<file path="config.mk">
export PLATFORM = sky130hd
export DESIGN_NAME = json_decode_arbiter
export DESIGN_NICKNAME = d
export VERILOG_FILES = /design/src/rtl/json_decode_arbiter.sv
export SDC_FILE = /design/constraint.sdc
export NUM_CORES = 1
export LEC_CHECK = 0
export BUFFER_PORTS_ARGS = -buffer_cell sky130_fd_sc_hd__buf_2
export CAP_MARGIN = 25
export CORE_UTILIZATION = 56
export DETAILED_ROUTE_END_ITERATION = 7
export GPL_ROUTABILITY_DRIVEN = 0
export PLACE_DENSITY = 0.86
export SYNTH_ARGS = -nofsm -noshare
export SYNTH_HDL_FRONTEND = slang
export SYNTH_SLANG_ARGS = --single-unit
</file>
<file path="constraint.sdc">
create_clock -name clk -period 3.5 [get_ports clk]
set_clock_uncertainty 0.05 [all_clocks]
set_input_delay 0 -clock clk [delete_from_list [all_inputs] [get_ports clk]]
set_output_delay 0 -clock clk [all_outputs]
set_load 0.005 [all_outputs]
</file>
<file path="src/rtl/json_decode_arbiter.sv">
// json_decode_arbiter: round-robin sharing of one JSON decoder core among NREQ requesters.
// Ports: clk/rst_n; req_* per-requester document byte streams; rsp_* one-hot result handshake
//        with shared err/kind/pos; dec_* start/abort pulses, byte stream and completion result
//        exchanged with the decoder; busy/grant_id session status.
module json_decode_arbiter #(
  parameter int NREQ = 4,
  parameter int POS_W = 16,
  parameter int TIMEOUT = 1024,
  localparam int GW = $clog2(NREQ),
  localparam int TW = $clog2(TIMEOUT + 1)
) (
  input  logic              clk,
  input  logic              rst_n,
  input  logic [NREQ-1:0]   req_valid,
  input  logic [NREQ-1:0]   req_byte_valid,
  input  logic [8*NREQ-1:0] req_byte,
  input  logic [NREQ-1:0]   req_byte_last,
  output logic [NREQ-1:0]   req_byte_ready,
  output logic [NREQ-1:0]   rsp_valid,
  input  logic [NREQ-1:0]   rsp_ready,
  output logic              rsp_err,
  output logic [3:0]        rsp_kind,
  output logic [POS_W-1:0]  rsp_pos,
  output logic              dec_start,
  output logic              dec_byte_valid,
  output logic [7:0]        dec_byte,
  output logic              dec_byte_last,
  input  logic              dec_byte_ready,
  input  logic              dec_done,
  input  logic              dec_err,
  input  logic [3:0]        dec_kind,
  input  logic [POS_W-1:0]  dec_pos,
  output logic              dec_abort,
  output logic              busy,
  output logic [GW-1:0]     grant_id
);
  typedef enum logic [2:0] {IDLE, START, STREAM, DRAIN, WAIT, RESP} state_e;
  state_e state_q, state_d;
  logic [GW-1:0] grant_q, grant_d, last_q, last_d, pick;
  logic [POS_W-1:0] cnt_q, cnt_d, pos_q, pos_d;
  logic [TW-1:0] tmo_q, tmo_d;
  logic err_q, err_d;
  logic [3:0] kind_q, kind_d;
  logic stream, g_valid, g_last, xfer;
  logic [7:0] g_byte;
  // Walk downward so the lowest offset from last_grant+1 is the one that sticks.
  always_comb begin
    pick = last_q;
    for (int k = NREQ; k >= 1; k--)
      if (req_valid[(int'(last_q) + k) % NREQ]) pick = GW'((int'(last_q) + k) % NREQ);
  end
  assign stream = state_q == STREAM;
  assign g_valid = req_byte_valid[grant_q];
  assign g_last = req_byte_last[grant_q];
  assign g_byte = req_byte[{grant_q, 3'b000} +: 8];
  assign xfer = dec_byte_valid && dec_byte_ready;
  assign dec_start = state_q == START;
  assign dec_byte_valid = stream && g_valid;
  assign dec_byte = stream ? g_byte : 8'h00;
  assign dec_byte_last = stream && g_last;
  assign req_byte_ready = (stream ? NREQ'(dec_byte_ready) : state_q == DRAIN ? NREQ'(1'b1) : '0) << grant_q;
  assign rsp_valid = (state_q == RESP ? NREQ'(1'b1) : '0) << grant_q;
  assign dec_abort = state_q == WAIT && !dec_done && tmo_q == TW'(TIMEOUT - 1);
  assign busy = state_q != IDLE;
  assign grant_id = grant_q;
  assign rsp_err = err_q;
  assign rsp_kind = kind_q;
  assign rsp_pos = pos_q;
  always_comb begin
    state_d = state_q;
    grant_d = grant_q;
    last_d = last_q;
    cnt_d = cnt_q;
    tmo_d = tmo_q;
    err_d = err_q;
    kind_d = kind_q;
    pos_d = pos_q;
    case (state_q)
      IDLE: if (|req_valid) begin
        grant_d = pick;
        state_d = START;
      end
      START: begin
        cnt_d = '0;
        state_d = STREAM;
      end
      STREAM: begin
        cnt_d = (xfer && cnt_q != '1) ? cnt_q + 1'b1 : cnt_q;
        if (dec_done) begin
          err_d = dec_err;
          kind_d = dec_kind;
          pos_d = dec_pos;
          state_d = (xfer && g_last) ? RESP : DRAIN;
        end else if (xfer && g_last) begin
          tmo_d = '0;
          state_d = WAIT;
        end
      end
      DRAIN: state_d = (g_valid && g_last) ? RESP : DRAIN;
      WAIT: if (dec_done) begin
        err_d = dec_err;
        kind_d = dec_kind;
        pos_d = dec_pos;
        state_d = RESP;
      end else if (dec_abort) begin
        err_d = 1'b1;
        kind_d = 4'hF;
        pos_d = cnt_q;
        state_d = RESP;
      end else tmo_d = tmo_q + 1'b1;
      RESP: if (rsp_ready[grant_q]) begin
        last_d = grant_q;
        state_d = IDLE;
      end
      default: state_d = IDLE;
    endcase
  end
  always_ff @(posedge clk or negedge rst_n)
    if (!rst_n) begin
      state_q <= IDLE;
      grant_q <= '0;
      last_q <= GW'(NREQ - 1);
      cnt_q <= '0;
      tmo_q <= '0;
      err_q <= 1'b0;
      kind_q <= '0;
      pos_q <= '0;
    end else begin
      state_q <= state_d;
      grant_q <= grant_d;
      last_q <= last_d;
      cnt_q <= cnt_d;
      tmo_q <= tmo_d;
      err_q <= err_d;
      kind_q <= kind_d;
      pos_q <= pos_d;
    end
endmodule

</file>
==> impl_metrics.csv <==
group,metric,value,unit
run_status,status,"finished clean",
clock_tree,clock_latency,0.31,ns
floorplan,coreArea,6100,um2
clock_tree,cts_made_buffers,5,
min_path,hp-class,"in2reg",
yosys,yosysUniqueCellTypes,55,
place,dp_slack,1.27,ns
finish,final_common_cell,"buf_2",
place,hpwl,6.57,mm
routing,drt_iter0_drc,355,
yosys,synthesis.area,3630,um2
place,dp_cells,526,
finish,final_cell_mix,"116 x buf_2, 53 x dfrtp_1, 28 x nand2_1",
sta,fin_setup_tns,0,ns
yosys,synth_seq_cells,55,
finish,area_growth,23.5,%
clock_tree,cts_setup_buffers,0,
sta,rsz0062_at_grt,"no",
routing,vias_per_cell,6.08,
yosys,ys_seq_area_share,37.9,%
clock_tree,clockRootBuffer,"clkbuf_8",
yosys,avgSynthCellArea,10.4,um2
setup_path,cp-end-kind,"flop",
sta,finalHoldViolCount,0,
global_route,grt_start_max_net_pins,56,
yosys,ys_async_sr_fraction,100,%
place,portBuffers,116,
global_route,grt_overflow,0,
global_route,grt_usage,28.1,%
setup_path,critPathSlowestCell,"or4b_1",
sta,setup_ws,1.23,ns
routing,num_vias,3338,
sta,max_freq,441,MHz
global_route,grt_pass1_vias,3080,
sta,period_share,64.7,%
setup_path,start_kind,"flop",
power,pwr_density_cell,606,nW/um2
floorplan,io_pins,117,
sta,maxSlewHeadroom,49.9,%
global_route,antenna_found_initial,0,
global_route,grt_pass1_wl,14.4,mm
floorplan,start_util,59.6,%
clock_tree,cts.clk_slew.worst_paths,0.10,ns
job,cap_violations,0,
finish,diodes,0,
finish,layout-drive-gt1-share,40.3,%
yosys,synth_fp_nets,424,
clock_tree,cts_sinks,55,
floorplan,dieHeight,82.6,um
setup_path,worstSetupPathType,"reg2reg",
setup_path,slowest_delay,0.54,ns
power,ir_worst_vdd,0.380,mV
clock_tree,cts_tree,"yes",
clock_tree,cts_buffer_depth,2,
setup_path,worstPathRequired,3.63,ns
routing,first_pass_iters,5,
clock_tree,htreeDepth,2,
setup_path,crit_chain,"or4b_1 > buf_4 > a31oi_4 > o21bai_2 > a31oi_1",
sta,setup_viol,0,
floorplan,die_w,82.6,um
yosys,yosys_warnings,0,
routing,wirelength,9.13,mm
floorplan,die_area,6810,um2
sta,tightest_slew,0.741,ns
finish,nets,548,
setup_path,arrival,2.39,ns
yosys,synth_cells,349,
yosys,synthFlopType,"dfrtp_1",
routing,wl_per_cell,16.6,um
sta,final.min_clock_period,2.27,ns
power,p_leak,2.07,nW
routing,ant_nets,0,
floorplan,rows,28,
sta,maxSlewViolCount,0,
setup_path,worstPathMaxFanout,23,
routing,drc,0,
yosys,synth_edf_count,0,
finish,stdcell_count,549,
-- state kept, by name, indices dropped and copies added, names as in the netlist --
name,count
cnt_q,16
grant_id,2
last_q,2
rsp_err,1
rsp_kind,4
rsp_pos,16
state_q,3
tmo_q,11
-- worst paths after layout --
kind                                        start                      to  slack, ns  cells past startpoint
setup / recovery           state_q[0]$_DFFE_PN0P_    tmo_q[2]$_DFFE_PN0P_       1.23                      5
hold / removal                         dec_pos[8]  rsp_pos[8]$_DFFE_PN0P_      0.009                      3
setup reg to reg           state_q[0]$_DFFE_PN0P_    tmo_q[2]$_DFFE_PN0P_       1.23                      5
hold reg to reg               rsp_err$_DFFE_PN0P_     rsp_err$_DFFE_PN0P_       0.47                      2
max in group asynchronous                   rst_n    tmo_q[3]$_DFFE_PN0P_       2.64                      3
min in group asynchronous                   rst_n    tmo_q[0]$_DFFE_PN0P_       0.28                      3
-- synthesized netlist by cell type (9+ instances only) --
cell | count | share of area [%]
mux2i_1 | 14 | 3.9
mux2_4 | 23 | 9.5
nand3_1 | 16 | 2.2
nand2_1 | 28 | 2.9
dfrtp_1 | 53 | 37
nor2_1 | 20 | 2.1
mux2_2 | 10 | 3.1
a21oi_1 | 10 | 1.4
nor4_1 | 9 | 1.5
mux4_2 | 11 | 6.8
inv_1 | 14 | 1.4
and2_1 | 11 | 1.9
o21ai_0 | 14 | 1.9
-- stage by stage --
| stage | power [mW] | cell area (um2) | hold WS [ns] | utilization [%] |
|---|---|---|---|---|
| after CTS | 2.73 | 4490 | 0.000125 | 73.6 |
| after floorplan | 1.88 | 3630 | -0.346 | - |
| final | 2.72 | 4490 | 0.00947 | 73.6 |
| after global placement | 2.23 | 4230 | 0.117 | 69.3 |
| after global routing | 2.92 | 4490 | 0.00640 | 73.6 |
| after detailed placement | 2.29 | 4230 | 0.124 | 69.3 |
-- per-layer routing --
| metal | global-route usage, % | vias up | routed length (um) | share of wire [%] |
|---|---|---|---|---|
| met1 | 34.8 | 1572 | 3680 | 40 |
| met2 | 49.0 | 190 | 4570 | 50 |
| met4 | 10.9 | 0 | 203 | 2.2 |
| li1 | - | 1552 | - | - |
| met3 | 4.29 | 24 | 679 | 7.4 |
| met5 | 0 | - | 0 | 0 |
-- cell families after synthesis --
kind of cell	synth area share, %
AOI/OAI and AO/OA	11.1
and+or+nand+nor	21.0
DFF	37.9
buffers and inverters	5.27
adders and majority gates	0.689
muxes	24.0
-- power by group --
group,switching [mW],total [mW],internal (mW)
registers,0.206,1.06,0.854
clock network,0.213,0.427,0.213
logic,0.570,1.23,0.663
-- critical path, delay by kind of cell (launching register included) --
kind	cells	cell delay, ns
and+or+nand+nor	1	0.54
DFF	1	0.52
AOI/OAI and AO/OA	3	0.76
buffers and inverters	1	0.26
-- area by class of cell --
class / instances / area [um2]
multi-input combinational: 259 / 2070
fill: 436 / 1610
sequential: 55 / 1380
timing repair buffer: 138 / 783
tap: 75 / 93.8
clock buffer: 5 / 68.8
inverter: 14 / 52.6
clock inverter: 3 / 43.8
-- what timing repair did --
item,4_1_cts,5_1_grt
hold endpoints to repair,67,0
resized for setup,0,0
setup endpoints to repair,0,0
hold buffers,15,0
No activity file was read; power rests on OpenSTA's default activity.
